## src/rtl/sram_controller_if.sv

```systemverilog
// Bundle between the Mem stage / board SRAM pins and the SRAM controller.
// The slave modport is the controller's view; the master modport is the surrounding system's view.
interface sram_controller_if #(
    parameter int SRAM_AW = 18
);
    logic               wr_en;
    logic               rd_en;
    logic [31:0]        address;
    logic [31:0]        write_data;
    logic [31:0]        read_data;
    logic               ready;
    logic [SRAM_AW-1:0] sram_addr;
    logic [15:0]        sram_dq_out;
    logic               sram_dq_oe;
    logic [15:0]        sram_dq_in;
    logic               sram_ce_n;
    logic               sram_oe_n;
    logic               sram_we_n;

    modport slave (
        input  wr_en, rd_en, address, write_data, sram_dq_in,
        output read_data, ready, sram_addr, sram_dq_out, sram_dq_oe,
               sram_ce_n, sram_oe_n, sram_we_n
    );

    modport master (
        output wr_en, rd_en, address, write_data, sram_dq_in,
        input  read_data, ready, sram_addr, sram_dq_out, sram_dq_oe,
               sram_ce_n, sram_oe_n, sram_we_n
    );
endinterface

```

## src/rtl/sram_controller.sv

```systemverilog
// Splits a 32-bit Mem-stage access into two WAIT_CYCLES-long halfword accesses on a 16-bit async SRAM.
// state | meaning:  IDLE | waiting for request,  LOW | halfword {word,0},  HIGH | halfword {word,1},  DONE | one-cycle completion
module sram_controller #(
    parameter int BASE_ADDR   = 1024,
    parameter int WAIT_CYCLES = 5,
    parameter int SRAM_AW     = 18
) (
    input logic                clk,
    input logic                rst,
    sram_controller_if.slave   bus
);
    localparam int CW = (WAIT_CYCLES > 2) ? $clog2(WAIT_CYCLES) : 1;
    localparam logic [CW-1:0] LAST_CNT = CW'(WAIT_CYCLES - 1);

    typedef enum logic [1:0] {S_IDLE, S_LOW, S_HIGH, S_DONE} state_t;

    state_t             r_state, w_nxt_state;
    logic [CW-1:0]      r_cnt, w_nxt_cnt;
    logic               r_is_write;
    logic [SRAM_AW-2:0] r_word;
    logic [31:0]        r_wdata;
    logic [31:0]        r_read_data;
    logic [SRAM_AW-1:0] r_sram_addr;
    logic [15:0]        r_dq_out;
    logic               r_dq_oe;
    logic               r_ce_n;
    logic               r_oe_n;
    logic               r_we_n;

    logic               w_req;
    logic               w_last;
    logic [31:0]        w_diff;
    logic [SRAM_AW-2:0] w_in_word;
    logic               w_is_write;
    logic [SRAM_AW-2:0] w_word;
    logic [31:0]        w_wdata;
    logic [SRAM_AW-1:0] w_nxt_addr;
    logic [15:0]        w_nxt_dq_out;
    logic               w_nxt_dq_oe;
    logic               w_nxt_ce_n;
    logic               w_nxt_oe_n;
    logic               w_nxt_we_n;

    assign w_req     = bus.wr_en | bus.rd_en;
    assign w_last    = (r_cnt == LAST_CNT);
    assign w_diff    = bus.address - 32'(BASE_ADDR);
    assign w_in_word = (SRAM_AW-1)'(w_diff >> 2);

    // In IDLE the request is being accepted this cycle, so the SRAM pins for the
    // first LOW cycle must be computed from the live inputs rather than the latches.
    assign w_is_write = (r_state == S_IDLE) ? bus.wr_en      : r_is_write;
    assign w_word     = (r_state == S_IDLE) ? w_in_word      : r_word;
    assign w_wdata    = (r_state == S_IDLE) ? bus.write_data : r_wdata;

    always_comb begin
        w_nxt_state = r_state;
        w_nxt_cnt   = r_cnt;
        case (r_state)
            S_IDLE: begin
                if (w_req) begin
                    w_nxt_state = S_LOW;
                    w_nxt_cnt   = '0;
                end
            end
            S_LOW: begin
                if (w_last) begin
                    w_nxt_state = S_HIGH;
                    w_nxt_cnt   = '0;
                end else begin
                    w_nxt_cnt = r_cnt + 1'b1;
                end
            end
            S_HIGH: begin
                if (w_last) begin
                    w_nxt_state = S_DONE;
                    w_nxt_cnt   = '0;
                end else begin
                    w_nxt_cnt = r_cnt + 1'b1;
                end
            end
            default: begin
                w_nxt_state = S_IDLE;
                w_nxt_cnt   = '0;
            end
        endcase
    end

    // Pin values for the upcoming cycle; registered so the SRAM never sees decode glitches.
    always_comb begin
        w_nxt_addr   = r_sram_addr;
        w_nxt_dq_out = r_dq_out;
        w_nxt_dq_oe  = 1'b0;
        w_nxt_ce_n   = 1'b1;
        w_nxt_oe_n   = 1'b1;
        w_nxt_we_n   = 1'b1;
        if ((w_nxt_state == S_LOW) || (w_nxt_state == S_HIGH)) begin
            w_nxt_addr = {w_word, (w_nxt_state == S_HIGH)};
            w_nxt_ce_n = 1'b0;
            if (w_is_write) begin
                w_nxt_dq_oe  = 1'b1;
                w_nxt_dq_out = (w_nxt_state == S_HIGH) ? w_wdata[31:16] : w_wdata[15:0];
                w_nxt_we_n   = (w_nxt_cnt == LAST_CNT);
            end else begin
                w_nxt_oe_n = 1'b0;
            end
        end
    end

    always_ff @(posedge clk or negedge rst) begin
        if (!rst) begin
            r_state     <= S_IDLE;
            r_cnt       <= '0;
            r_is_write  <= 1'b0;
            r_word      <= '0;
            r_wdata     <= '0;
            r_read_data <= '0;
            r_sram_addr <= '0;
            r_dq_out    <= '0;
            r_dq_oe     <= 1'b0;
            r_ce_n      <= 1'b1;
            r_oe_n      <= 1'b1;
            r_we_n      <= 1'b1;
        end else begin
            r_state     <= w_nxt_state;
            r_cnt       <= w_nxt_cnt;
            r_sram_addr <= w_nxt_addr;
            r_dq_out    <= w_nxt_dq_out;
            r_dq_oe     <= w_nxt_dq_oe;
            r_ce_n      <= w_nxt_ce_n;
            r_oe_n      <= w_nxt_oe_n;
            r_we_n      <= w_nxt_we_n;
            if ((r_state == S_IDLE) && w_req) begin
                r_is_write <= bus.wr_en;
                r_word     <= w_in_word;
                r_wdata    <= bus.write_data;
            end
            if (w_last && !r_is_write) begin
                if (r_state == S_LOW)  r_read_data[15:0]  <= bus.sram_dq_in;
                if (r_state == S_HIGH) r_read_data[31:16] <= bus.sram_dq_in;
            end
        end
    end

    assign bus.ready       = ((r_state == S_IDLE) && !w_req) || (r_state == S_DONE);
    assign bus.read_data   = r_read_data;
    assign bus.sram_addr   = r_sram_addr;
    assign bus.sram_dq_out = r_dq_out;
    assign bus.sram_dq_oe  = r_dq_oe;
    assign bus.sram_ce_n   = r_ce_n;
    assign bus.sram_oe_n   = r_oe_n;
    assign bus.sram_we_n   = r_we_n;
endmodule

```

## src/flat_wrapper.sv

```systemverilog
// flat-port wrapper written by rule: the top's interface ports become plain ports
module sram_controller_flat 
#(
    parameter int BASE_ADDR   = 1024,
    parameter int WAIT_CYCLES = 5,
    parameter int SRAM_AW     = 18
)
  (clk, rst, bus_wr_en, bus_rd_en, bus_address, bus_write_data, bus_sram_dq_in, bus_read_data, bus_ready, bus_sram_addr, bus_sram_dq_out, bus_sram_dq_oe, bus_sram_ce_n, bus_sram_oe_n, bus_sram_we_n);
  sram_controller_if #(.SRAM_AW(SRAM_AW)) bus_i ();
  input logic clk;
  input logic rst;
  input wire logic [$bits(bus_i.wr_en)-1:0] bus_wr_en;
  input wire logic [$bits(bus_i.rd_en)-1:0] bus_rd_en;
  input wire logic [$bits(bus_i.address)-1:0] bus_address;
  input wire logic [$bits(bus_i.write_data)-1:0] bus_write_data;
  input wire logic [$bits(bus_i.sram_dq_in)-1:0] bus_sram_dq_in;
  output wire logic [$bits(bus_i.read_data)-1:0] bus_read_data;
  output wire logic [$bits(bus_i.ready)-1:0] bus_ready;
  output wire logic [$bits(bus_i.sram_addr)-1:0] bus_sram_addr;
  output wire logic [$bits(bus_i.sram_dq_out)-1:0] bus_sram_dq_out;
  output wire logic [$bits(bus_i.sram_dq_oe)-1:0] bus_sram_dq_oe;
  output wire logic [$bits(bus_i.sram_ce_n)-1:0] bus_sram_ce_n;
  output wire logic [$bits(bus_i.sram_oe_n)-1:0] bus_sram_oe_n;
  output wire logic [$bits(bus_i.sram_we_n)-1:0] bus_sram_we_n;
  assign bus_i.wr_en = bus_wr_en;
  assign bus_i.rd_en = bus_rd_en;
  assign bus_i.address = bus_address;
  assign bus_i.write_data = bus_write_data;
  assign bus_i.sram_dq_in = bus_sram_dq_in;
  assign bus_read_data = bus_i.read_data;
  assign bus_ready = bus_i.ready;
  assign bus_sram_addr = bus_i.sram_addr;
  assign bus_sram_dq_out = bus_i.sram_dq_out;
  assign bus_sram_dq_oe = bus_i.sram_dq_oe;
  assign bus_sram_ce_n = bus_i.sram_ce_n;
  assign bus_sram_oe_n = bus_i.sram_oe_n;
  assign bus_sram_we_n = bus_i.sram_we_n;
  sram_controller #(.BASE_ADDR(BASE_ADDR), .WAIT_CYCLES(WAIT_CYCLES), .SRAM_AW(SRAM_AW)) u_core (.clk(clk), .rst(rst), .bus(bus_i));
endmodule
```

## config.mk

```make
export PLATFORM = sky130hd
export DESIGN_NAME = sram_controller_flat
export DESIGN_NICKNAME = d
export VERILOG_FILES = /design/src/rtl/sram_controller_if.sv /design/src/rtl/sram_controller.sv /design/src/flat_wrapper.sv
export SDC_FILE = /design/constraint.sdc
export NUM_CORES = 1
export LEC_CHECK = 0
export ABC_AREA = 1
export CAP_MARGIN = 20
export CORE_ASPECT_RATIO = 1.25
export CORE_UTILIZATION = 44
export DETAILED_ROUTE_END_ITERATION = 12
export GPL_ROUTABILITY_DRIVEN = 0
export PLACE_DENSITY_LB_ADDON = 0.2
export SLEW_MARGIN = 0
export SYNTH_ARGS = -nofsm -noshare
export SYNTH_HDL_FRONTEND = slang
export SYNTH_SLANG_ARGS = --single-unit
```

## constraint.sdc

```tcl
create_clock -name clk -period 2.3 [get_ports clk]
set_input_delay 0.69 -clock clk [delete_from_list [all_inputs] [get_ports clk]]
set_output_delay 0.69 -clock clk [all_outputs]
set_load 0.02 [all_outputs]
```

* Yosys cells after proc, flatten, opt, wreduce, memory -nomap -nowiden
Index checks and enable logic that the tools add are counted.
** Word-level totals
- Bits in latches :: 0
- Register bits after elaboration :: 125
- Output and inout bits :: 71
- Word-level logic and storage cells :: 52
- Bits in read-only memories :: 0
- Bits in writable memories :: 0
- Input port bits :: 84
- Memories :: 0
** Operators by class
- Equal/unequal tests :: 7
- Magnitude comparators :: 0
- Muxes and demuxes :: 17
- Reductions and logical operators :: 12
- Shift operators :: 0
- Bitwise gates (word level) :: 1
- Divide/modulo/power cells :: 0
- $add $sub $neg :: 2
- Multiply operators :: 0
** Operator list (count)
- $mux W32 :: 1
- $sub A19 B11 Y19 const B :: 1
- $mux W17 :: 1
- $mux W16 :: 1
- $mux W1 :: 7
- $eq A2 B2 Y1 const B :: 3
- $eq A3 B3 Y1 const B :: 2
- $mux W2 :: 3
- $mux W3 :: 2
- $pmux W2 S3 :: 1
- $pmux W3 S2 :: 1
- $reduce_and A2 Y1 :: 3
- $eq A2 B1 Y1 const B :: 2
- $add A3 B1 Y3 const B :: 1
- $logic_and A1 B1 Y1 :: 3
- $logic_not A1 Y1 :: 2
- $logic_not A2 Y1 :: 1
- $logic_or A1 B1 Y1 :: 2
- $reduce_or A2 Y1 :: 1
- $or A1 B1 Y1 :: 1

* Depth between registers and ports, before layout
Gate-level depths: netlist of run 1.
- Depth in word-level cells :: 6
- Depth in mapped cells :: 16
- Gate-level depth less buffers :: 14

* Least setup slack after synthesis of run 1
No wires, ideal clock.
- Kind :: reg2reg
- Start point :: register u_core.r_state[1]
- End point :: register u_core.r_dq_out[12] (netlist: u_core.bus.sram_dq_out[12])
- Arrival time :: 2.273 ns
- Buffers on the path :: 5
- Setup slack :: -0.094 ns
- Library setup time :: 0.120 ns
- Required time :: 2.180 ns
- Cell stages (with the launch flop) :: 14
- Path through :: dfrtp_1 -> inv_1 -> ha_1 -> buf_6 -> inv_6 -> buf_6 -> buf_6 -> a31oi_1 -> nand2_1 -> ha_1 -> buf_4 -> buf_4 -> o21ai_0 -> nand2_1
** Between the ends
- Word-level cells in the longest chain between the ends :: 5
- Elaborated cells between the ends (all ways) :: 14
- Those cells by class :: eq/ne (4); mux (7); reduce/logical (3)
** RTL lines
- start, declared :: line sram_controller.sv:17 : state_t r_state, w_nxt_state;
- start signal, assigned :: line sram_controller.sv:124 : r_state <= w_nxt_state;
- $eq A2 B2 Y1 (tied with other cells) :: line sram_controller.sv:58 : case (r_state)
- $pmux W2 S3 :: line sram_controller.sv:58
- $eq A2 B1 Y1 / $eq A2 B2 Y1 (equally long branches) :: line sram_controller.sv:96, sram_controller.sv:101
- $logic_or A1 B1 Y1 :: line sram_controller.sv:96 : if ((w_nxt_state == S_LOW) || (w_nxt_state == S_HIGH)) begin
- $reduce_and A2 Y1 (no source line)
- end signal, assigned :: line sram_controller.sv:127 : r_dq_out <= w_nxt_dq_out;
- end, declared :: line sram_controller.sv:24 : logic [15:0] r_dq_out;
Parallel ways exist; a longest one is shown, timed or not.
A chain may end at the register's enable or synchronous reset.

* Worst setup path in the final report of run 1
- Start point :: register u_core.r_oe_n (netlist: u_core.bus.sram_oe_n)
- End point :: output port bus_sram_oe_n
** RTL lines
- start, declared :: line sram_controller.sv:27 : logic r_oe_n;
- start signal, assigned :: line sram_controller.sv:130 : r_oe_n <= w_nxt_oe_n;
- end, declared :: line flat_wrapper.sv:23 : output wire logic [$bits(bus_i.sram_oe_n)-1:0] bus_sram_oe_n;
No word-level cell between the ends.

==> flow_summary.json, run 1 <==
{
  "status": "complete, no violations",
  "cap_viol_max_count": 0,
  "cts.sinks": 125,
  "start_util": 0.452,
  "required_ns": 1.61,
  "yosys_warnings": 0,
  "ys_seq_area_frac": 0.545,
  "rrSetupSlack_ns": 0.16,
  "die_height_um": 130,
  "hp-class": "input pin to async pin",
  "cp_slowest_cell": "clkdlybuf4s50_1",
  "worstSetupPathType": "flop to output port",
  "crit_end": "bus_sram_oe_n",
  "synthTopCellsByCount": "193 x nand2_1, 122 x dfrtp_1, 112 x o21ai_0",
  "portBuffers": 139,
  "grt_max_degree": 53,
  "area_growth_pct": 40.8,
  "cts_made_buffers": 17,
  "startpoint_type": "flop",
  "slew_headroom": 0.646,
  "drt_iter0_drc": 292,
  "crit_fanout": 1,
  "critPathTopFamily": "buffers and inverters",
  "grt_pass1_wl_um": 24400,
  "wl_met2_um": 7560,
  "synth_edf_count": 0,
  "dieArea_um2": 13500,
  "slowest_delay_ns": 0.62,
  "drc_errors": 0,
  "path_cells": "clkdlybuf4s50_1",
  "track_usage": 0.230,
  "ys.flop_type": "dfrtp_1",
  "detail_route.wl_per_cell_um": 14.8,
  "vdd_drop_max_mv": 0.820,
  "fin_skew_ns": 0.00738,
  "yosysTopAreaCellShare": 0.531,
  "antenna_found_initial": 0,
  "r2r_cells": 11,
  "p_total_mw": 13.0,
  "worst_pin_slew_ns": 0.532,
  "n_antenna_cell": 0,
  "num_vias": 5128,
  "wl_met1_um": 6380,
  "hpwl_um": 10200,
  "cp_num_cells": 1,
  "multi_input_area_um2": 2120,
  "fp.coreArea_um2": 12700,
  "clockBufferDepth": 2,
  "grt-ovfl-total": 0,
  "cts_root_buffer": "clkbuf_16",
  "dr.pass1.iters": 5,
  "yosysTopAreaCell": "dfrtp_1",
  "finalHoldViolCount": 0,
  "power_density_nw_per_um2": 1600,
  "synthesis.nets": 781,
  "arrival_ns": 1.53,
  "synthCells": 688,
  "drv_slew": 0,
  "ant_nets": 0,
  "final_nets": 935,
  "die_w_um": 104,
  "syn_area_um2": 5750,
  "rr_endpoint": "u_core.bus.sram_dq_out[4]",
  "period_share": 0.967,
  "wl_met3_um": 1040,
  "synth_cell_type_count": 28,
  "min_period_ns": 2.22,
  "fillers": 1059,
  "r2r-start": "u_core.r_state[1]",
  "synth.most_common_cell": "nand2_1",
  "viasPerCell": 5.01,
  "ys_seq_elements": 125,
  "crit_start": "u_core.bus.sram_oe_n",
  "p_leak_nw": 3.90,
  "routed.top_layer": "met4",
  "tns_ns": 0,
  "cts_hold_buffers": 0,
  "h-tree-depth": 4,
  "avgSynthCellArea_um2": 8.35,
  "register_area_um2": 3130,
  "cts.clk_slew.worst_paths_ns": 0.05,
  "grt_pass1_vias": 5061,
  "cp-end-kind": "output port",
  "final_layout_size_suffix_gt1_frac": 0.0924,
  "num_rows": 46,
  "worstSkewPairLatency_ns": 0.41,
  "ios": 155,
  "wirelength_um": 15100,
  "critPathBufInv": 1,
  "setup_viol": 0,
  "ys_top_cells_by_area": "dfrtp_1 53%, nand2_1 13%, o21ai_0 9.8%",
  "cts_tree": "done",
  "ys_async_sr_fraction": 1.00,
  "fmax_mhz": 450
}
==> cells in the final DEF, fill, tap and decap left out, drive strengths merged, types with 4 or more instances in the layout <==
master           n
nand2          195
o21ai          144
clkdlybuf4s50  135
dfrtp          122
inv             75
nor2            43
a21oi           42
buf             34
clkbuf          23
nand3           10
ha               9
clkinvlp         4
==> per-layer routing <==
metal,GRT usage,vias to the layer above
met4,0.0849,0
met1,0.277,2448
met2,0.387,164
met3,0.0764,15
li1,-,2501
met5,0,-
==> cells by family after synthesis <==
kind of cell	after synthesis	share of synthesized area
XOR/XNOR	1	0.00152
AO/OA/AOI/OAI	193	0.172
AND/OR/NAND/NOR	248	0.172
buffers and inverters	112	0.0892
flip-flops	125	0.545
adder cells (fa/ha/maj)	9	0.0196
==> worst min path at each step <==
stage                                          to               start  cells past startpoint
after global placement         u_core.r_wdata[31]  u_core.r_wdata[31]                      2
after detailed placement         u_core.r_word[4]    u_core.r_word[4]                      2
after CTS                       u_core.r_wdata[0]                 rst                      1
after global routing            u_core.r_wdata[0]                 rst                      1
final                           u_core.r_wdata[0]                 rst                      1
after floorplan           u_core.bus.read_data[0]                 rst                      0
==> power by group <==
part	internal [mW]	switching (mW)
logic	2.80	3.69
clock network	1.76	0.972
registers	3.27	0.498
total	7.82	5.16
==> cell type report <==
| class | count | share of cell area |
|---|---|---|
| clock buffers | 22 | 0.0573 |
| clock inverters | 10 | 0.0172 |
| inverters | 75 | 0.0354 |
| multi-input cells | 451 | 0.262 |
| flip-flops and latches | 125 | 0.387 |
| well taps | 168 | 0.0260 |
| repair buffers | 172 | 0.216 |
==> registers in the layout, indices dropped and copies added, names as in the netlist, 2 cells and up <==
signal and cells:
u_core.bus.sram_dq_out 16, u_core.r_state 2, u_core.bus.read_data 32, u_core.r_cnt 3, u_core.r_wdata 32, u_core.bus.sram_addr 18, u_core.r_word 17
==> what timing repair did <==
action                                  4_1_cts  5_1_grt
cloned                                        0        1
endpoints found under the setup margin        1       35
setup buffers                                 0        3
resized for setup                             4       15
pin swaps                                     0        2
==> through the flow <==
stage	cell area (um2)	worst slack, ns	instances	util	hold WS [ns]
after CTS	8020	0.000364	1019	0.631	0.208
after detailed placement	7430	-0.427	987	0.584	0.463
after global placement	7430	-0.396	987	0.584	0.452
after floorplan	5760	0.0336	688	-	0.394
after global routing	8100	-0.0361	1023	0.636	0.210
final	8100	0.0765	1023	0.636	0.208
(Power assumes the default switching activity.)
==> inputs of run 2 (changes only) <==
Settings changed: CTS_CLUSTER_SIZE set to 10, TNS_END_PERCENT set to 100.
==> results of run 2 <==
Same layout as run 1: the final DEF is identical, and so are final timing and power.
==> inputs of run 3 (changes only) <==
Settings changed: HOLD_SLACK_MARGIN set to 0.06.
==> results of run 3 <==
Same layout as run 1: the final DEF is identical, and so are final timing and power.
